$ cat config.mk
export PLATFORM = sky130hd
export DESIGN_NAME = multicycle_controller
export DESIGN_NICKNAME = d
export VERILOG_FILES = /design/src/rtl/multicycle_controller.sv
export SDC_FILE = /design/constraint.sdc
export NUM_CORES = 1
export LEC_CHECK = 0
export CAP_MARGIN = 10
export CORE_ASPECT_RATIO = 1.1
export CORE_MARGIN = 8
export CORE_UTILIZATION = 49
export DETAILED_ROUTE_END_ITERATION = 16
export PLACE_DENSITY_LB_ADDON = 0.15
export SYNTH_ARGS = -nofsm -noshare
export SYNTH_HDL_FRONTEND = slang
export SYNTH_SLANG_ARGS = --single-unit
export TNS_END_PERCENT = 5
$ cat constraint.sdc
create_clock -name clk -period 2 [get_ports clk]
set_input_delay 0.3 -clock clk [delete_from_list [all_inputs] [get_ports clk]]
set_output_delay 0.3 -clock clk [all_outputs]
set_load 0.05 [all_outputs]
$ cat src/rtl/multicycle_controller.sv
// multicycle_controller: multi-cycle RISC-V control FSM (FETCH/DECODE/EXEC/MEM/WB/TRAP) with memory req/ack handshakes and wait timeout; define MCC_PERF_CNT_EN to add the retired_cnt output
module multicycle_controller #(
  parameter int ALUOP_W   = 2,
  parameter int TIMEOUT_W = 8
) (
  input  logic               clk,
  input  logic               rst_n,
  input  logic [6:0]         opcode,
  input  logic               alu_zero,
  input  logic               imem_ack,
  input  logic               dmem_ack,
  output logic               imem_req,
  output logic               dmem_req,
  output logic               ir_write,
  output logic               pc_write,
  output logic               pc_src,
  output logic               alu_src,
  output logic               mem_to_reg,
  output logic               reg_write,
  output logic               mem_read,
  output logic               mem_write,
  output logic [ALUOP_W-1:0] alu_op,
  output logic               trap
`ifdef MCC_PERF_CNT_EN
  ,
  output logic [31:0]        retired_cnt
`endif
);
  typedef enum logic [2:0] {S_FETCH, S_DECODE, S_EXEC, S_MEM, S_WB, S_TRAP} state_e;
  typedef enum logic [2:0] {C_NONE, C_LOAD, C_STORE, C_OPIMM, C_OP, C_BRANCH} class_e;
  state_e               state_q, state_d;
  class_e               class_q, class_d, dec_class;
  logic [TIMEOUT_W-1:0] cnt_q, cnt_d;
  logic                 waiting, ack, timeout, is_mem, uses_imm;
  logic [1:0]           class_op;
  assign dec_class = opcode == 7'b0000011 ? C_LOAD   :
                     opcode == 7'b0100011 ? C_STORE  :
                     opcode == 7'b0010011 ? C_OPIMM  :
                     opcode == 7'b0110011 ? C_OP     :
                     opcode == 7'b1100011 ? C_BRANCH : C_NONE;
  assign waiting  = state_q == S_FETCH || state_q == S_MEM;
  assign ack      = state_q == S_FETCH ? imem_ack : dmem_ack;
  assign timeout  = waiting && !ack && (cnt_q + TIMEOUT_W'(1)) == {TIMEOUT_W{1'b1}};
  assign is_mem   = class_q == C_LOAD || class_q == C_STORE;
  assign uses_imm = is_mem || class_q == C_OPIMM;
  assign class_op = is_mem ? 2'b01 : class_q == C_OP ? 2'b10 : class_q == C_BRANCH ? 2'b11 : 2'b00;
  // State, latched class and wait counter; reset returns to FETCH with no class
  always_ff @(posedge clk) begin
    if (!rst_n) begin
      state_q <= S_FETCH;
      class_q <= C_NONE;
      cnt_q   <= '0;
    end else begin
      state_q <= state_d;
      class_q <= class_d;
      cnt_q   <= cnt_d;
    end
  end
  // Sequence instruction phases; a stalled FETCH/MEM reaching the wait limit diverts to TRAP unless acked that cycle
  always_comb begin
    state_d = state_q;
    class_d = class_q;
    case (state_q)
      S_FETCH:  state_d = imem_ack ? S_DECODE : timeout ? S_TRAP : S_FETCH;
      S_DECODE: begin
        class_d = dec_class;
        state_d = dec_class == C_NONE ? S_TRAP : S_EXEC;
      end
      S_EXEC:   state_d = is_mem ? S_MEM : class_q == C_BRANCH ? S_FETCH : S_WB;
      S_MEM:    state_d = dmem_ack ? (class_q == C_LOAD ? S_WB : S_FETCH) : timeout ? S_TRAP : S_MEM;
      S_WB:     state_d = S_FETCH;
      default:  state_d = S_TRAP;
    endcase
    cnt_d = waiting && !ack && state_d == state_q ? cnt_q + TIMEOUT_W'(1) : '0;
  end
  // Moore decode of state and latched class; every output is forced low while reset is held
  always_comb begin
    imem_req   = 1'b0;
    dmem_req   = 1'b0;
    ir_write   = 1'b0;
    pc_write   = 1'b0;
    pc_src     = 1'b0;
    alu_src    = 1'b0;
    mem_to_reg = 1'b0;
    reg_write  = 1'b0;
    mem_read   = 1'b0;
    mem_write  = 1'b0;
    alu_op     = '0;
    trap       = 1'b0;
    if (rst_n) begin
      case (state_q)
        S_FETCH: begin
          imem_req = 1'b1;
          ir_write = imem_ack;
        end
        S_EXEC: begin
          alu_op   = ALUOP_W'(class_op);
          alu_src  = uses_imm;
          pc_write = class_q == C_BRANCH;
          pc_src   = class_q == C_BRANCH && alu_zero;
        end
        S_MEM: begin
          dmem_req  = 1'b1;
          alu_src   = 1'b1;
          alu_op    = ALUOP_W'(2'b01);
          mem_read  = class_q == C_LOAD;
          mem_write = class_q == C_STORE;
          pc_write  = dmem_ack && class_q == C_STORE;
        end
        S_WB: begin
          reg_write  = 1'b1;
          mem_to_reg = class_q == C_LOAD;
          pc_write   = 1'b1;
          alu_op     = ALUOP_W'(class_op);
          alu_src    = uses_imm;
        end
        S_TRAP:  trap = 1'b1;
        default: ;
      endcase
    end
  end
`ifdef MCC_PERF_CNT_EN
  logic [31:0] retired_q, retired_d;
  assign retired_d   = pc_write ? retired_q + 32'd1 : retired_q;
  assign retired_cnt = rst_n ? retired_q : '0;
  // Count retirements, one per pc_write pulse, wrapping naturally
  always_ff @(posedge clk) begin
    if (!rst_n) retired_q <= '0;
    else retired_q <= retired_d;
  end
`endif
endmodule

Word level (Yosys, flattened, before mapping)
Index checks and enable logic that the tools add are counted.
- word-level logic and storage cells: 76
- output and inout bits: 13
- register bits after elaboration: 14
- bits of input ports: 12
- add/subtract/negate cells: 1
- multiplexer cells: 42
- reduce and logical (&&, ||, !) cells: 13
- eq/ne operators: 17
- operators with widths (operator ; number):
    3-bit two-way mux ; 13
    1-bit two-way mux ; 21
    3-bit one-hot mux with 5 select lines ; 1
    7-bit by 6-bit equality test with 1-bit output (second input constant) ; 2
    3-bit by 2-bit equality test with 1-bit output (second input constant) ; 4
    3-bit equality test (second input constant) ; 4
    8-bit by 1-bit adder with 8-bit output (second input constant) ; 1
    8-bit equality test (second input constant) ; 1
    2-bit two-way mux ; 4
    7-bit by 2-bit equality test with 1-bit output (second input constant) ; 1
    7-bit by 5-bit equality test with 1-bit output (second input constant) ; 1
    7-bit equality test (second input constant) ; 1
    3-bit by 1-bit equality test with 1-bit output (second input constant) ; 2
    3-bit zero test ; 2
    1-bit logical AND ; 5
    2-bit one-hot mux with 2 select lines ; 1
    3-bit equality test ; 1
    1-bit logical OR ; 3
    1-bit one-hot mux with 3 select lines ; 1
    1-bit one-hot mux with 2 select lines ; 1
    2-bit AND reduction ; 1
    2-bit OR reduction ; 1
    1-bit zero test ; 1

Logic depth before layout (Yosys ltp)
- depth after elaboration: 12
- gate-level depth with buffers: 7
- mapped depth without buffers: 6

Worst setup path before layout
No wires, ideal clock.
- kind: register to output
- from: register state_q[1]
- to: output port alu_op[1]
- data required time: 1.700 ns
- path slack: -0.714 ns
- data arrival time: 2.414 ns
- buffers on the path: 1
- cell stages (with the launch flop): 5
- cells stage by stage: dfxtp_1 -> clkbuf_1 -> nor2b_1 -> nor2b_1 -> nor4_1
- longest elaborated chain between the ends: 4
- elaborated cells between the ends (all ways): 6
- those cells by class: eq/ne: 3; mux: 2; reduce/logical: 1
- ends and longest elaborated chain (element ; RTL line ; source):
    start: declaration ; 31 ; state_e state_q, state_d;
    start signal: assignment ; 54 ; state_q <= state_d;
    3-bit equality test or 3-bit by 2-bit equality test with 1-bit output (tied branches) ; 91 ; case (state_q)
    2-bit OR reduction (no line) ; - ;
    2-bit one-hot mux with 2 select lines (*) ; 91 ;
    2-bit two-way mux (*) ; 90 ; if (rst_n) begin
    end: declaration ; 22 ; output logic [ALUOP_W-1:0] alu_op,
Every way passes the cells marked *; elsewhere a longest branch is shown, timed or not.

Worst setup path in the final report
- from: input port rst_n
- to: output port alu_op[1]
- longest elaborated chain between the ends: 1
- ends and longest elaborated chain (element ; RTL line ; source):
    start: declaration ; 7 ; input logic rst_n,
    2-bit two-way mux ; 90 ;
Every way passes these cells.

==> metrics.txt <==
DPL Wire Length approximately 2500 microns; Synth area leader dfxtp_1; gp weighted congestion ~0.89; WP data arrival 1.64 ns; ratio of final minimum period to clock period 0.968; # rows 18; CP startpoint kind input pin; CTS Root Cell clkbuf_4; Setup violations, final 0; WL per Instance approximately 14 microns; worst-path cell chain clkdlybuf4s50_1, nand2b_1, nor4_2, buf_12; CTS Buffer Depth 2; Total GRT Usage 0.159; Hold Vio Cnt, Final 0; DRT Wirelength approximately 3100 microns; RSZ-0062 raised after global routing yes; synth top area cells dfxtp_1, nor2_1, a21oi_1; Initial Util 0.505; Final Util 0.750; setup tns final 0 ns; synthesized net count 165; Worst Path Max Fanout 9; Layout Nets 198; postcts setup bufs 0; CTS tree done; cell area after synthesis 0.00110 sq mm; post-route insts no fill 213; Multi-input gate area roughly 770 sq um; DRC 0; Cells after Synth 151; I/O Buffers 24; largest net degree at the start of global routing 14; routed via count 1239; FF+latch area 284 sq um; ANT nets after route 0; achievable clock frequency 0.517 GHz; number of flops mapped to enable cells by yosys 0; GRT overflow 0; Post-synth top flop dfxtp_1; Post-CTS Hold Fix Bufs 0; CTS Buf Count 3; status finished clean; I/O Pins 25; CP Capture Type output port; hold slack between 0.5 and 0.6 ns; commonest non-fill, non-tap cells in the layout nor2_1, buf_12, buf_4, dfxtp_1, clkdlybuf4s50_1; Reg clk slew, reported paths 0.08 ns; Syn Area/Cell 7.30 sq um; Horiz. Die Dim around 61 microns; power density over the cells about 450 mW/mm^2; n_diodes 0; Hold Path Class register to register; Core Region about 0.0022 sq mm; Largest stage delay, worst path 0.63 ns; Inst Count DP between 200 and 250; synth warn 0; max_slew headroom 0.728; layout cell share with drive strength beyond 1 0.230; WS Path Type input pin to output port; leading cell type in the layout, fill and taps excluded nor2_1; worst skew pair latency between 0.2 and 0.3 ns; max_cap viols 0; Syn-to-layout area delta 48.6%; post-synthesis async set-or-reset flop share 0; WP data required 1.70 ns; Final Worst Setup Slack 0.0642 ns; Synth top area share 0.254; Area after DPL 0.00159 sq mm; peak supply drop just over 400 uV; setup slack at placement -0.0103 ns; Clock Skew 0.00376 ns; count of filler cells inserted in the layout between 150 and 200; TritonCTS Sinks 14; die height 65.7 microns; Die ar. 0.00402 sq mm; initial antenna violation count 0; global-route wire length before repair 5080 microns; worst-margin pin slew 0.408 ns; design area 0.00164 sq mm; H-tree depth 1; total power 0.731 mW; routed vias/inst about 5.8; fin crit period about 1.9 ns; vias in the first global route 1213; 1st-pass router iterations 4; Slew Viols, Final 0; slowest CP cell clkdlybuf4s50_1; Detailed Route Iter0 Violations 24; cell leakage power ~0.60 nW; Netlist cell types 44; Yosys reg bits 14; Seq/Total Area, Yosys 0.254; flop2flop setup slack about 0.09 ns
-- critical path, delay by kind of cell --
| kind | cells | cell delay, ns |
|---|---|---|
| and+or+nand+nor | 2 | 0.52 |
| buffers and inverters | 2 | 0.81 |
-- state kept, by name, summed over array words and instances, names as in the netlist --
register,cells
class_q,3
state_q,3
cnt_q,8
-- per-layer routing --
layer / part of all wire / global-route usage
met3: 0.062 / 0.0352
met4: 0.016 / 0.0641
met5: 0 / 0
met2: 0.57 / 0.308
met1: 0.35 / 0.152
-- what timing repair did --
item / 4_1_cts / 5_1_grt
gates resized for setup: 2 / 4
endpoints found under the setup margin: 3 / 14
pin swaps: 0 / 1
cloned: 0 / 0
-- where the power goes --
part	switching (mW)	internal, mW
clock network	0.0946	0.111
registers	0.0141	0.288
logic	0.120	0.104
total	0.228	0.503
-- layout make-up --
class,instances,share of cell area
Clock buffer,4,0.0222
Multi-Input combinational cell,118,0.473
Inverter,10,0.0229
Timing Repair Buffer,37,0.286
Sequential cell,14,0.173
Tap cell,30,0.0229
-- path summary, 6_finish.rpt --
kind / cells after the start / start / to
hold reg to reg: 2 / class_q[0] / class_q[0]
hold / removal: 2 / class_q[0] / class_q[0]
setup / recovery: 4 / rst_n / alu_op[1]
setup reg to reg: 6 / cnt_q[0] / cnt_q[4]
-- kinds of logic (layout without fill, tap and decap cells) --
kind of cell               after synthesis  after routing  synth area share
buffers and inverters                   19             51            0.0704
xor gates and xnor gates                 8              8            0.0636
adders and majority gates                2              2            0.0227
and+or+nand+nor                         70             70             0.342
DFF                                     14             14             0.254
AOI/OAI and AO/OA                       37             37             0.237
muxes                                    1              1            0.0102
-- Yosys cell counts (2+ instances only) --
master,number
a211oi_1,2
a21oi_1,10
and2_1,2
and3b_1,2
clkbuf_1,6
dfxtp_1,14
ha_1,2
inv_1,10
nand2_1,9
nand2b_1,7
nand3_1,6
nand3b_1,2
nand4_1,3
nor2_1,19
nor2b_1,7
nor3_1,6
nor4_1,3
o2111ai_1,2
o21a_1,3
o21ai_0,6
xnor2_1,3
xor2_1,5
(Power assumes the default switching activity.)
